[src/rtl/in_port_ctrl.sv]
// Receive-side input port for the 8-bit CPU: an external valid/ready producer fills a small FIFO,
// the CPU's IN instruction pops it, and an occupancy threshold drives the interrupt request.
module in_port_ctrl #(
    parameter int DEPTH     = 4,
    parameter int IRQ_LEVEL = 1
) (
    input  logic                         clk,
    input  logic                         rst,
    input  logic [7:0]                   ext_data,
    input  logic                         ext_valid,
    output logic                         ext_ready,
    input  logic                         in_rd,
    output logic [7:0]                   in_data,
    output logic                         in_empty,
    input  logic                         int_en,
    input  logic                         int_ack,
    output logic                         int_sig,
    output logic                         underflow,
    output logic [$clog2(DEPTH+1)-1:0]   count
);
    localparam int CW = $clog2(DEPTH + 1);
    localparam int PW = $clog2(DEPTH);
    localparam logic [CW-1:0] FULL_LVL = CW'(DEPTH);
    localparam logic [CW-1:0] IRQ_LVL  = CW'(IRQ_LEVEL);

    typedef enum logic [1:0] {
        IDLE  = 2'd0,
        PEND  = 2'd1,
        DRAIN = 2'd2
    } irq_state_t;

    logic [7:0]    r_mem [DEPTH];
    logic [PW-1:0] r_wr_ptr;
    logic [PW-1:0] r_rd_ptr;
    logic [CW-1:0] r_count;
    logic [7:0]    r_in_data;
    logic          r_underflow;
    logic          r_int_sig;
    irq_state_t    r_state;

    logic          w_push;
    logic          w_pop;
    logic          w_empty_rd;
    logic [CW-1:0] w_count_next;

    // Flow control decodes registered occupancy only, so ext_ready never depends on ext_valid.
    assign ext_ready    = (r_count != FULL_LVL);
    assign in_empty     = (r_count == '0);
    assign w_push       = ext_valid && ext_ready;
    assign w_pop        = in_rd && !in_empty;
    assign w_empty_rd   = in_rd && in_empty;
    assign w_count_next = r_count + CW'(w_push) - CW'(w_pop);

    assign in_data   = r_in_data;
    assign underflow = r_underflow;
    assign int_sig   = r_int_sig;
    assign count     = r_count;

    // NOTE: storage has no reset; pointers and count define which entries are valid.
    always_ff @(posedge clk) begin
        if (!rst && w_push) begin
            r_mem[r_wr_ptr] <= ext_data;
        end
    end

    always_ff @(posedge clk) begin
        if (rst) begin
            r_wr_ptr    <= '0;
            r_rd_ptr    <= '0;
            r_count     <= '0;
            r_in_data   <= 8'h00;
            r_underflow <= 1'b0;
        end else begin
            if (w_push) begin
                r_wr_ptr <= r_wr_ptr + PW'(1);
            end
            if (w_pop) begin
                r_in_data <= r_mem[r_rd_ptr];
                r_rd_ptr  <= r_rd_ptr + PW'(1);
            end
            if (w_empty_rd) begin
                r_underflow <= 1'b1;
            end
            r_count <= w_count_next;
        end
    end

    // Interrupt FSM; DRAIN blocks re-requests until the ISR pulls occupancy below the threshold.
    always_ff @(posedge clk) begin
        if (rst) begin
            r_state   <= IDLE;
            r_int_sig <= 1'b0;
        end else begin
            case (r_state)
                IDLE: begin
                    if (int_en && (w_count_next >= IRQ_LVL)) begin
                        r_state   <= PEND;
                        r_int_sig <= 1'b1;
                    end
                end
                PEND: begin
                    if (int_ack) begin
                        r_state   <= DRAIN;
                        r_int_sig <= 1'b0;
                    end else if (!int_en) begin
                        r_state   <= IDLE;
                        r_int_sig <= 1'b0;
                    end
                end
                DRAIN: begin
                    if (w_count_next < IRQ_LVL) begin
                        r_state <= IDLE;
                    end
                end
                default: begin
                    r_state   <= IDLE;
                    r_int_sig <= 1'b0;
                end
            endcase
        end
    end

endmodule

[config.mk]
export PLATFORM = sky130hd
export DESIGN_NAME = in_port_ctrl
export DESIGN_NICKNAME = d
export VERILOG_FILES = /design/src/rtl/in_port_ctrl.sv
export SDC_FILE = /design/constraint.sdc
export NUM_CORES = 1
export LEC_CHECK = 0
export BUFFER_PORTS_ARGS = -buffer_cell sky130_fd_sc_hd__buf_2
export CORE_MARGIN = 2
export CORE_UTILIZATION = 50
export CTS_BUF_LIST = sky130_fd_sc_hd__clkbuf_4 sky130_fd_sc_hd__clkbuf_8
export CTS_CLUSTER_DIAMETER = 80
export DETAILED_ROUTE_END_ITERATION = 7
export GPL_TIMING_DRIVEN = 1
export PLACE_DENSITY = 0.72
export SETUP_SLACK_MARGIN = 0.15
export SLEW_MARGIN = 20
export SYNTH_ARGS = -nofsm -noshare
export SYNTH_HDL_FRONTEND = slang
export SYNTH_SLANG_ARGS = --single-unit
[constraint.sdc]
create_clock -name clk -period 2.39 [get_ports clk]
set_input_delay 0.239 -clock clk [delete_from_list [all_inputs] [get_ports clk]]
set_output_delay 0.239 -clock clk [all_outputs]
set_load 0.02 [all_outputs]
==> results of run 1 <==
path summary, 6_finish.rpt:
path	startpoint	endpoint	depth (start not counted)
worst min register to register	in_data[2]$_SDFFE_PP0P_	in_data[2]$_SDFFE_PP0P_	2
worst max-delay path	count[1]$_SDFF_PP0_	r_state[1]$_SDFFE_PP0P_	9
worst min-delay path	ext_data[1]	r_mem[3][1]$_DFFE_PP_	1
worst max register to register	count[1]$_SDFF_PP0_	r_state[1]$_SDFFE_PP0P_	9
stage by stage:
stage | instance area [µm²] | power [mW]
6_report | 2410 | 2.53
5_1_grt | 2410 | 2.67
3_5_place_dp | 2250 | 1.94
4_1_cts | 2370 | 2.47
3_3_place_gp | 2250 | 1.90
2_1_floorplan | 2070 | 1.73
cell families after synthesis:
group,count (synthesis)
compound gates,20
xor+xnor,2
fa+ha+maj,7
buf+inv,15
flops,51
mux,8
simple gates,39
registers in the layout (all words and copies together), names as in the netlist:
signal and count:
underflow 1, r_state 2, r_mem 32, in_data 8
r_wr_ptr 2, int_sig 1, count 3, r_rd_ptr 2
where the power goes:
group	internal [mW]	leakage, nW	switching (mW)
combinational	0.425	0.391	0.410
clock	0.245	0.0517	0.260
sequential	1.06	0.448	0.129
total	1.73	0.891	0.800
final cells by class:
type | instances | area share, %
clock inverter | 1 | 0.207
inverter | 10 | 1.66
clock buffer | 7 | 3.73
sequential | 51 | 55.9
tap | 50 | 2.59
timing repair buffer | 34 | 7.67
multi-input combinational | 76 | 28.2
critical path: cells and delay by family, from the launching register on:
| family | cells | cell delay, ns |
|---|---|---|
| adder cells (fa/ha/maj) | 3 | 0.76 |
| AO/OA/AOI/OAI | 2 | 0.40 |
| AND/OR/NAND/NOR | 1 | 0.24 |
| XOR/XNOR | 1 | 0.22 |
| buffers and inverters | 2 | 0.11 |
| flip-flops | 1 | 0.38 |
timing repair:
item,in CTS,in global routing
setup endpoints to repair,3,3
pin swaps,0,5
buffers inserted,1,3
resized for setup,2,4
hold endpoints to repair,0,0
cells in the final DEF (no fill, tap or decap), drive strengths merged:
cell type  Yosys  final
o31ai          1      1
or3            2      2
inv           10     10
nor3b          2      2
dfxtp         19     19
o32ai          1      1
a21oi         13     13
or3b           1      1
buf            4     34
nand3b         1      1
o21ai          4      4
nand2b         1      1
ha             6      6
xor3           1      1
o2bb2ai        1      1
xnor2          1      1
nor2b          3      3
mux4           8      8
nand2         18     18
nor3           2      2
fa             1      1
nand3          2      2
nor2           3      3
clkbuf         1      7
edfxtp        32     32
and2           4      4
clkinv         0      1
layer usage:
layer  track usage, %  up-vias
met1             19.9      606
met3             5.50        6
met4             7.65        0
met5                0        -
met2             27.7       26
li1                 -      584
==> impl_metrics.yaml, run 1 <==
synthesis:
  synthTopCellsByArea: "edfxtp_1 47%, dfxtp_1 19%, mux4_2 8.9%"
  synthMuxAreaShare_pct: 8.88
  synth.most_common_cell: "edfxtp_1"
  ys.flop_type: "edfxtp_1"
  synth_top_family_by_area: "simple AND/OR/NAND/NOR gates"
  syn_avg_cell_area_um2: 14.3
  synth_compound_area_share_pct: 5.43
  syn_nets: 163
  yosys_warnings: 0
  yosysTopAreaCell: "edfxtp_1"
  ys_seq_area_share_pct: 66.1
  yosysUniqueCellTypes: 30
  synth.top_cell.area_share_pct: 47.3
  netlist_area_mm2: 0.00203
  synth-edff-count: 32
  synth-xor-area-share_pct: 1.60
  synth_seq_cells: 51
  synth_commonest_cells: "32 x edfxtp_1, 19 x dfxtp_1, 18 x nand2_1, 13 x a21oi_1, 9 x inv_1"
  syn_inst: 142
  synth_adder_area_share_pct: 4.69
  synthArstFlopShare_pct: 0
  yosys.area_share.simple_pct: 10.0
worst_setup_path:
  max_stage_delay_ns: 0.38
  cpMaxStageDelayCell: "dfxtp_4"
  start_kind: "flip-flop"
  path_cells: "o31ai_4 > inv_4 > ha_4 > inv_2 > ha_4 > fa_2 > xor3_1 > nor3b_4 > o32ai_2"
  worstPathMaxFanout: 6
  crit_path_end_kind: "flip-flop"
  rrSetupSlack_ns: 0.15
  path_common_cell: "ha_4"
  arrival_ns: 2.42
  crit_type: "flip-flop to flip-flop"
  required_ns: 2.57
sta:
  tns_ns: 0
  rsz0062_at_grt: "true"
  whs_ns: 0.147
  relSlewSlack_pct: 58.8
  timing.final.hold_violations: 0
  period_share_pct: 93.7
  finClkSkew_ns: 0.00459
  fmax_ghz: 0.447
  period_needed_ns: 2.24
  final.setup.worst_slack_ns: 0.150
  setup-violations-final: 0
  finalMaxSlewViolations: 0
  worstMarginPinSlew_ns: 0.617
detailed_routing:
  wirelength_um: 3540
  ant_nets: 0
  drt-met1-wl_um: 1520
  dr.pass1.iters: 4
  drt_iter0_drc: 43
  met2WireLength_um: 1810
  wl_per_cell_um: 15.4
  routed.top_layer: "met4"
  drc_errors: 0
  wl_met3_um: 152
  viasPerCell: 5.34
  vias: 1222
clock_tree:
  htree_levels: 2
  cts_root_buf: "clkbuf_8"
  cts_tree: "yes"
  cts_inserted_buffers: 5
  clock_sinks: 51
  clock_path_buffers: 2
  clkLatencyLatePin_ns: 0.30
  cts.hold.buffers_added: 0
  clkTransAtPathRegs_ns: 0.08
final_layout:
  nNetsFinal: 199
  instances_no_fill: 229
  multi_input_area_um2: 682
  fin_util_pct: 61.3
  regArea_mm2: 0.00135
  layout-drive-gt1-share_pct: 35.8
  syn2layout_area_growth_pct: 19.0
  diodes: 0
  filler_cell_count: 300
power_and_ir_drop:
  peakVddDrop_mv: 0.540
  p_per_area_mw_per_mm2: 1050
  p_leak_nw: 0.891
place:
  portBuffers: 28
  dp_cells: 217
  place.gp.congestion: 0.790
  dpl.hpwl_um: 2370
  place_ws_ns: 0.119
global_routing:
  grt_pass1_vias: 1148
  grt_pass1_wl_um: 5310
  antenna_found_initial: 0
  grt_use_total_pct: 16.8
  overflow: 0
  grt_max_degree: 23
run_status:
  status: "completed"
flow_run:
  drv_cap: 0
floorplanning:
  rows: 23
  die_y_um: 67.7
  die-area_mm2: 0.00458
  start_util_pct: 51.5
  die_w_um: 67.7
  io_pins: 29
  core_area_mm2: 0.00394
hold_path:
  hold_path.class: "input pin to flip-flop"
Power figures use the tool's default switching activity.
==> inputs of run 2 (changes only) <==
BUFFER_PORTS_ARGS = not set   (was -buffer_cell sky130_fd_sc_hd__buf_2)
CORE_MARGIN = 10   (was 2)
DONT_BUFFER_PORTS = 1   (was not set)
PLACE_DENSITY = 0.66   (was 0.72)
SLEW_MARGIN = 40   (was 20)
==> run 2 against run 1 <==
Hold slack got worse by 0.13 ns. Sequential power increased by 7%. Power decreased by 3.4%. Combinational power decreased by 22%. Routed wire length increased by 6.4%. Global-route usage decreased by 5.8 points. Clock skew increased by 0.0063 ns. Via count decreased by 7.6%. Core utilization decreased by 3.6 points. Critical path type unchanged. Critical endpoint unchanged. Highest routed layer unchanged.
==> impl_metrics.yaml, run 2 (synthesis results as in run 1) <==
worst_setup_path:
  worstPathMaxFanout: 4
  crit_buf_inv: 2
  crit_type: "flip-flop to flip-flop"
  max_stage_delay_ns: 0.38
  path_cells: "o31ai_4 > inv_4 > ha_4 > inv_2 > ha_4 > fa_2 > xor3_1 > nor3b_4 > o32ai_1"
  cpMaxStageDelayCell: "dfxtp_4"
  required_ns: 2.58
  crit_path_end_kind: "flip-flop"
  arrival_ns: 2.37
  crit_family: "adder cells"
  path_common_cell: "ha_4"
  start_kind: "flip-flop"
clock_tree:
  clock_sinks: 51
  htree_levels: 2
  cts_root_buf: "clkbuf_8"
  cts_tree: "yes"
  clkTransAtPathRegs_ns: 0.10
  cts_inserted_buffers: 5
  clkLatencyLatePin_ns: 0.31
  clock_path_buffers: 2
final_layout:
  multi_input_area_um2: 677
  layout_common_cells: "32 x edfxtp_1, 17 x nand2_1, 16 x dfxtp_1"
  nNetsFinal: 173
  filler_cell_count: 310
  largest_register_ffs: 32
  final_common_cell: "edfxtp_1"
  instances_no_fill: 203
  finalInstanceArea_mm2: 0.00229
  regMostFlops: "r_mem"
  regArea_mm2: 0.00135
  syn2layout_area_growth_pct: 12.9
  layout-drive-gt1-share_pct: 24.2
  diodes: 0
hold_path:
  hold_path.class: "input pin to flip-flop"
sta:
  worstMarginPinSlew_ns: 0.730
  tns_ns: 0
  final.setup.worst_slack_ns: 0.206
  fmax_ghz: 0.458
  relSlewSlack_pct: 51.0
  setup-violations-final: 0
  finClkSkew_ns: 0.0109
  timing.final.hold_violations: 0
  period_needed_ns: 2.18
  period_share_pct: 91.4
  finalMaxSlewViolations: 0
  rsz0062_at_grt: "true"
detailed_routing:
  wl_per_cell_um: 18.5
  drt_iter0_drc: 66
  dr.pass1.iters: 4
  viasPerCell: 5.56
  wirelength_um: 3760
  drc_errors: 0
  vias: 1129
  ant_nets: 0
power_and_ir_drop:
  p_per_area_mw_per_mm2: 1070
  total_power_mw: 2.44
  p_leak_nw: 0.769
  peakVddDrop_mv: 0.390
global_routing:
  top_usage_layer: "met2"
  grt_pass1_wl_um: 6020
  antenna_found_initial: 0
  grt_use_total_pct: 10.9
  use_met2_pct: 18.2
  use_met3_pct: 4.98
  grt_max_degree: 17
  grtUsageMet1_pct: 11.9
  grt_pass1_vias: 1194
  overflow: 0
place:
  place_area_mm2: 0.00214
  dpl.hpwl_um: 2670
  dp_cells: 192
  portBuffers: 0
  place.gp.congestion: 0.724
  place_ws_ns: 0.113
floorplanning:
  io_pins: 29
  core_area_mm2: 0.00397
  die_w_um: 83.7
  start_util_pct: 51.1
  die_y_um: 83.7
  rows: 23
  die-area_mm2: 0.00701
flow_run:
  drv_cap: 0
run_status:
  status: "completed"
[run 2: layout make-up]
type	instances	area share, %
inverters	10	1.75
clock inverters	2	0.710
multi-input cells	76	29.5
clock buffers	6	3.60
repair buffers	8	2.73
well taps	50	2.73
flip-flops and latches	51	58.9
[run 2: metrics by stage]
stage	hold WS [ns]	utilization (%)
after global placement	0.306	53.8
after detailed placement	0.308	53.8
after global routing	0.00430	57.7
final	0.0202	57.7
after floorplan	0.338	-
after CTS	0.0123	56.8
[run 2: repair_timing]
action,CTS,global route
pin swaps,1,1
hold endpoints to repair,16,0
endpoints found under the setup margin,3,3
setup buffers,0,2
gates resized for setup,1,5
hold buffers,1,0
[run 2: path summary, 6_finish.rpt]
kind | from | end | slack [ns] | cells past startpoint
setup / recovery | count[1]$_SDFF_PP0_ | r_state[1]$_SDFFE_PP0P_ | 0.21 | 9
hold / removal | ext_data[4] | r_mem[1][4]$_DFFE_PP_ | 0.02 | 0
setup reg to reg | count[1]$_SDFF_PP0_ | r_state[1]$_SDFFE_PP0P_ | 0.21 | 9
hold reg to reg | r_state[1]$_SDFFE_PP0P_ | r_state[1]$_SDFFE_PP0P_ | 0.49 | 1
[run 2: power by group]
group / total [mW] / switching (mW) / internal, mW
clock: 0.521 / 0.284 / 0.237
combinational: 0.656 / 0.303 / 0.353
sequential: 1.27 / 0.206 / 1.06
[run 2: per-layer routing]
layer	part of all wire, %	vias up
met5	0	-
met3	9.2	5
li1	-	531
met1	41	561
met2	48	32
met4	1.3	0
==> inputs of run 3 (changes only) <==
BUFFER_PORTS_ARGS = -buffer_cell sky130_fd_sc_hd__buf_2   (was not set)
DONT_BUFFER_PORTS = not set   (was 1)
PLACE_DENSITY = 0.72   (was 0.66)
==> run 3 against run 2 <==
Clock skew down 0.0041 ns. Routed wire length up 5.6%. Critical path depth unchanged. Highest routed layer unchanged. Cell area up 5.4%. Non-clock buffer count up 27. Maximum frequency down 2.1%. Critical path type unchanged. Largest cell class unchanged. Global-route usage up 0.31 points. Setup slack worse by 0.046 ns. First-iteration DRC count down 20%. Clock power down 3%. Combinational power up 28%.
==> impl_metrics.yaml, run 3 (synthesis results as in run 1) <==
clock_tree:
  clock_path_buffers: 2
  clkLatencyLatePin_ns: 0.31
  cts_tree: "yes"
  htree_levels: 2
  clock_sinks: 51
  clkTransAtPathRegs_ns: 0.10
  cts_inserted_buffers: 5
  cts_root_buf: "clkbuf_8"
  cts.hold.buffers_added: 0
hold_path:
  hold_path.class: "input pin to flip-flop"
  hold_path_startpoint: "ext_data[3]"
final_layout:
  layout-drive-gt1-share_pct: 36.1
  syn2layout_area_growth_pct: 18.9
  final_common_cell: "edfxtp_1"
  nNetsFinal: 200
  regMostFlops: "r_mem"
  largest_register_ffs: 32
  instances_no_fill: 230
  layout_common_cells: "32 x edfxtp_1, 28 x buf_2, 17 x nand2_1"
  filler_cell_count: 320
  diodes: 0
worst_setup_path:
  rr_endpoint: "r_state[1]$_SDFFE_PP0P_"
  path_cells: "o31ai_4 > inv_4 > ha_4 > inv_2 > ha_4 > fa_2 > xor3_1 > nor3b_4 > o32ai_1"
  crit_buf_inv: 2
  critPathLaunch: "count[2]$_SDFF_PP0_"
  reg2reg_depth: 9
  arrival_ns: 2.42
  required_ns: 2.58
  path_common_cell: "ha_4"
  start_kind: "flip-flop"
  crit_type: "flip-flop to flip-flop"
  cpMaxStageDelayCell: "dfxtp_4"
  worstPathMaxFanout: 5
  cp.depth: 9
  crit_path_end_kind: "flip-flop"
  max_stage_delay_ns: 0.37
  reg2reg_from: "count[2]$_SDFF_PP0_"
  rrSetupSlack_ns: 0.16
  worstSetupEndpoint: "r_state[1]$_SDFFE_PP0P_"
  crit_family: "adder cells"
run_status:
  status: "completed"
floorplanning:
  rows: 23
  die-area_mm2: 0.00701
  start_util_pct: 51.1
  die_y_um: 83.7
  die_w_um: 83.7
  core_area_mm2: 0.00397
  io_pins: 29
detailed_routing:
  drc_errors: 0
  dr.pass1.iters: 4
  drt_iter0_drc: 53
  viasPerCell: 5.21
  wl_per_cell_um: 17.3
  ant_nets: 0
  wirelength_um: 3970
  vias: 1199
global_routing:
  antenna_found_initial: 0
  grt_max_degree: 23
  grt_pass1_wl_um: 6300
  grt_use_total_pct: 11.3
  grt_pass1_vias: 1344
  overflow: 0
sta:
  period_share_pct: 93.3
  worstMarginPinSlew_ns: 0.647
  tns_ns: 0
  relSlewSlack_pct: 56.8
  rsz0062_at_grt: "true"
  fmax_ghz: 0.448
  finClkSkew_ns: 0.00674
  setup-violations-final: 0
  period_needed_ns: 2.23
  finalMaxSlewViolations: 0
  whs_ns: 0.143
  timing.final.hold_violations: 0
place:
  dp_cells: 217
  dpl.hpwl_um: 2810
  portBuffers: 28
  place.gp.congestion: 0.726
power_and_ir_drop:
  p_per_area_mw_per_mm2: 1050
  p_leak_nw: 0.887
  peakVddDrop_mv: 0.576
flow_run:
  drv_cap: 0
run 3: how the worst min path moves through the flow:
stage	slack (ns)	cells past startpoint	endpoint
6_report	0.14	1	r_mem[3][3]$_DFFE_PP_
5_1_grt	0.14	1	r_mem[2][3]$_DFFE_PP_
4_1_cts	0.13	1	r_mem[2][3]$_DFFE_PP_
3_5_place_dp	0.45	2	in_data[5]$_SDFFE_PP0P_
3_3_place_gp	0.44	2	in_data[6]$_SDFFE_PP0P_
2_1_floorplan	0.34	0	r_mem[0][0]$_DFFE_PP_
run 3: timing repair:
action | in CTS | in global routing
pin swaps | 2 | 3
hold endpoints to repair | 0 | 0
setup buffers | 0 | 5
resized for setup | 3 | 3
endpoints found under the setup margin | 3 | 3
run 3: power by group:
part	leakage [nW]	internal, mW	total [mW]	switching [mW]
clock network	0.0451	0.211	0.507	0.296
logic	0.394	0.425	0.838	0.412
registers	0.448	1.06	1.19	0.129
total	0.887	1.70	2.53	0.838
run 3: layer usage:
| layer | global-route usage [%] | up-vias | routed length [µm] |
|---|---|---|---|
| met5 | 0 | - | 0 |
| met4 | 4.11 | 0 | 49 |
| met3 | 4.49 | 4 | 199 |
| met2 | 19.7 | 23 | 2060 |
| met1 | 11.9 | 586 | 1660 |
| li1 | - | 586 | - |
run 3: cell type report:
| class | instances | area [µm²] | share of cell area [%] |
|---|---|---|---|
| Inverter | 10 | 40.0 | 1.66 |
| Sequential cell | 51 | 1350 | 55.9 |
| Multi-Input combinational cell | 76 | 677 | 28.0 |
| Timing Repair Buffer | 35 | 193 | 7.98 |
| Clock buffer | 5 | 68.8 | 2.85 |
| Clock inverter | 3 | 22.5 | 0.933 |
| Tap cell | 50 | 62.6 | 2.59 |
run 3: through the flow:
step	setup slack, ns	util (%)	area [µm²]	power, mW
CTS	0.120	59.5	2360	2.48
detailed placement	0.0771	56.8	2250	1.95
global placement	0.195	56.8	2250	1.90
finish	0.160	60.8	2410	2.53
global route	0.0641	60.8	2410	2.67
floorplan	0.127	-	2070	1.73
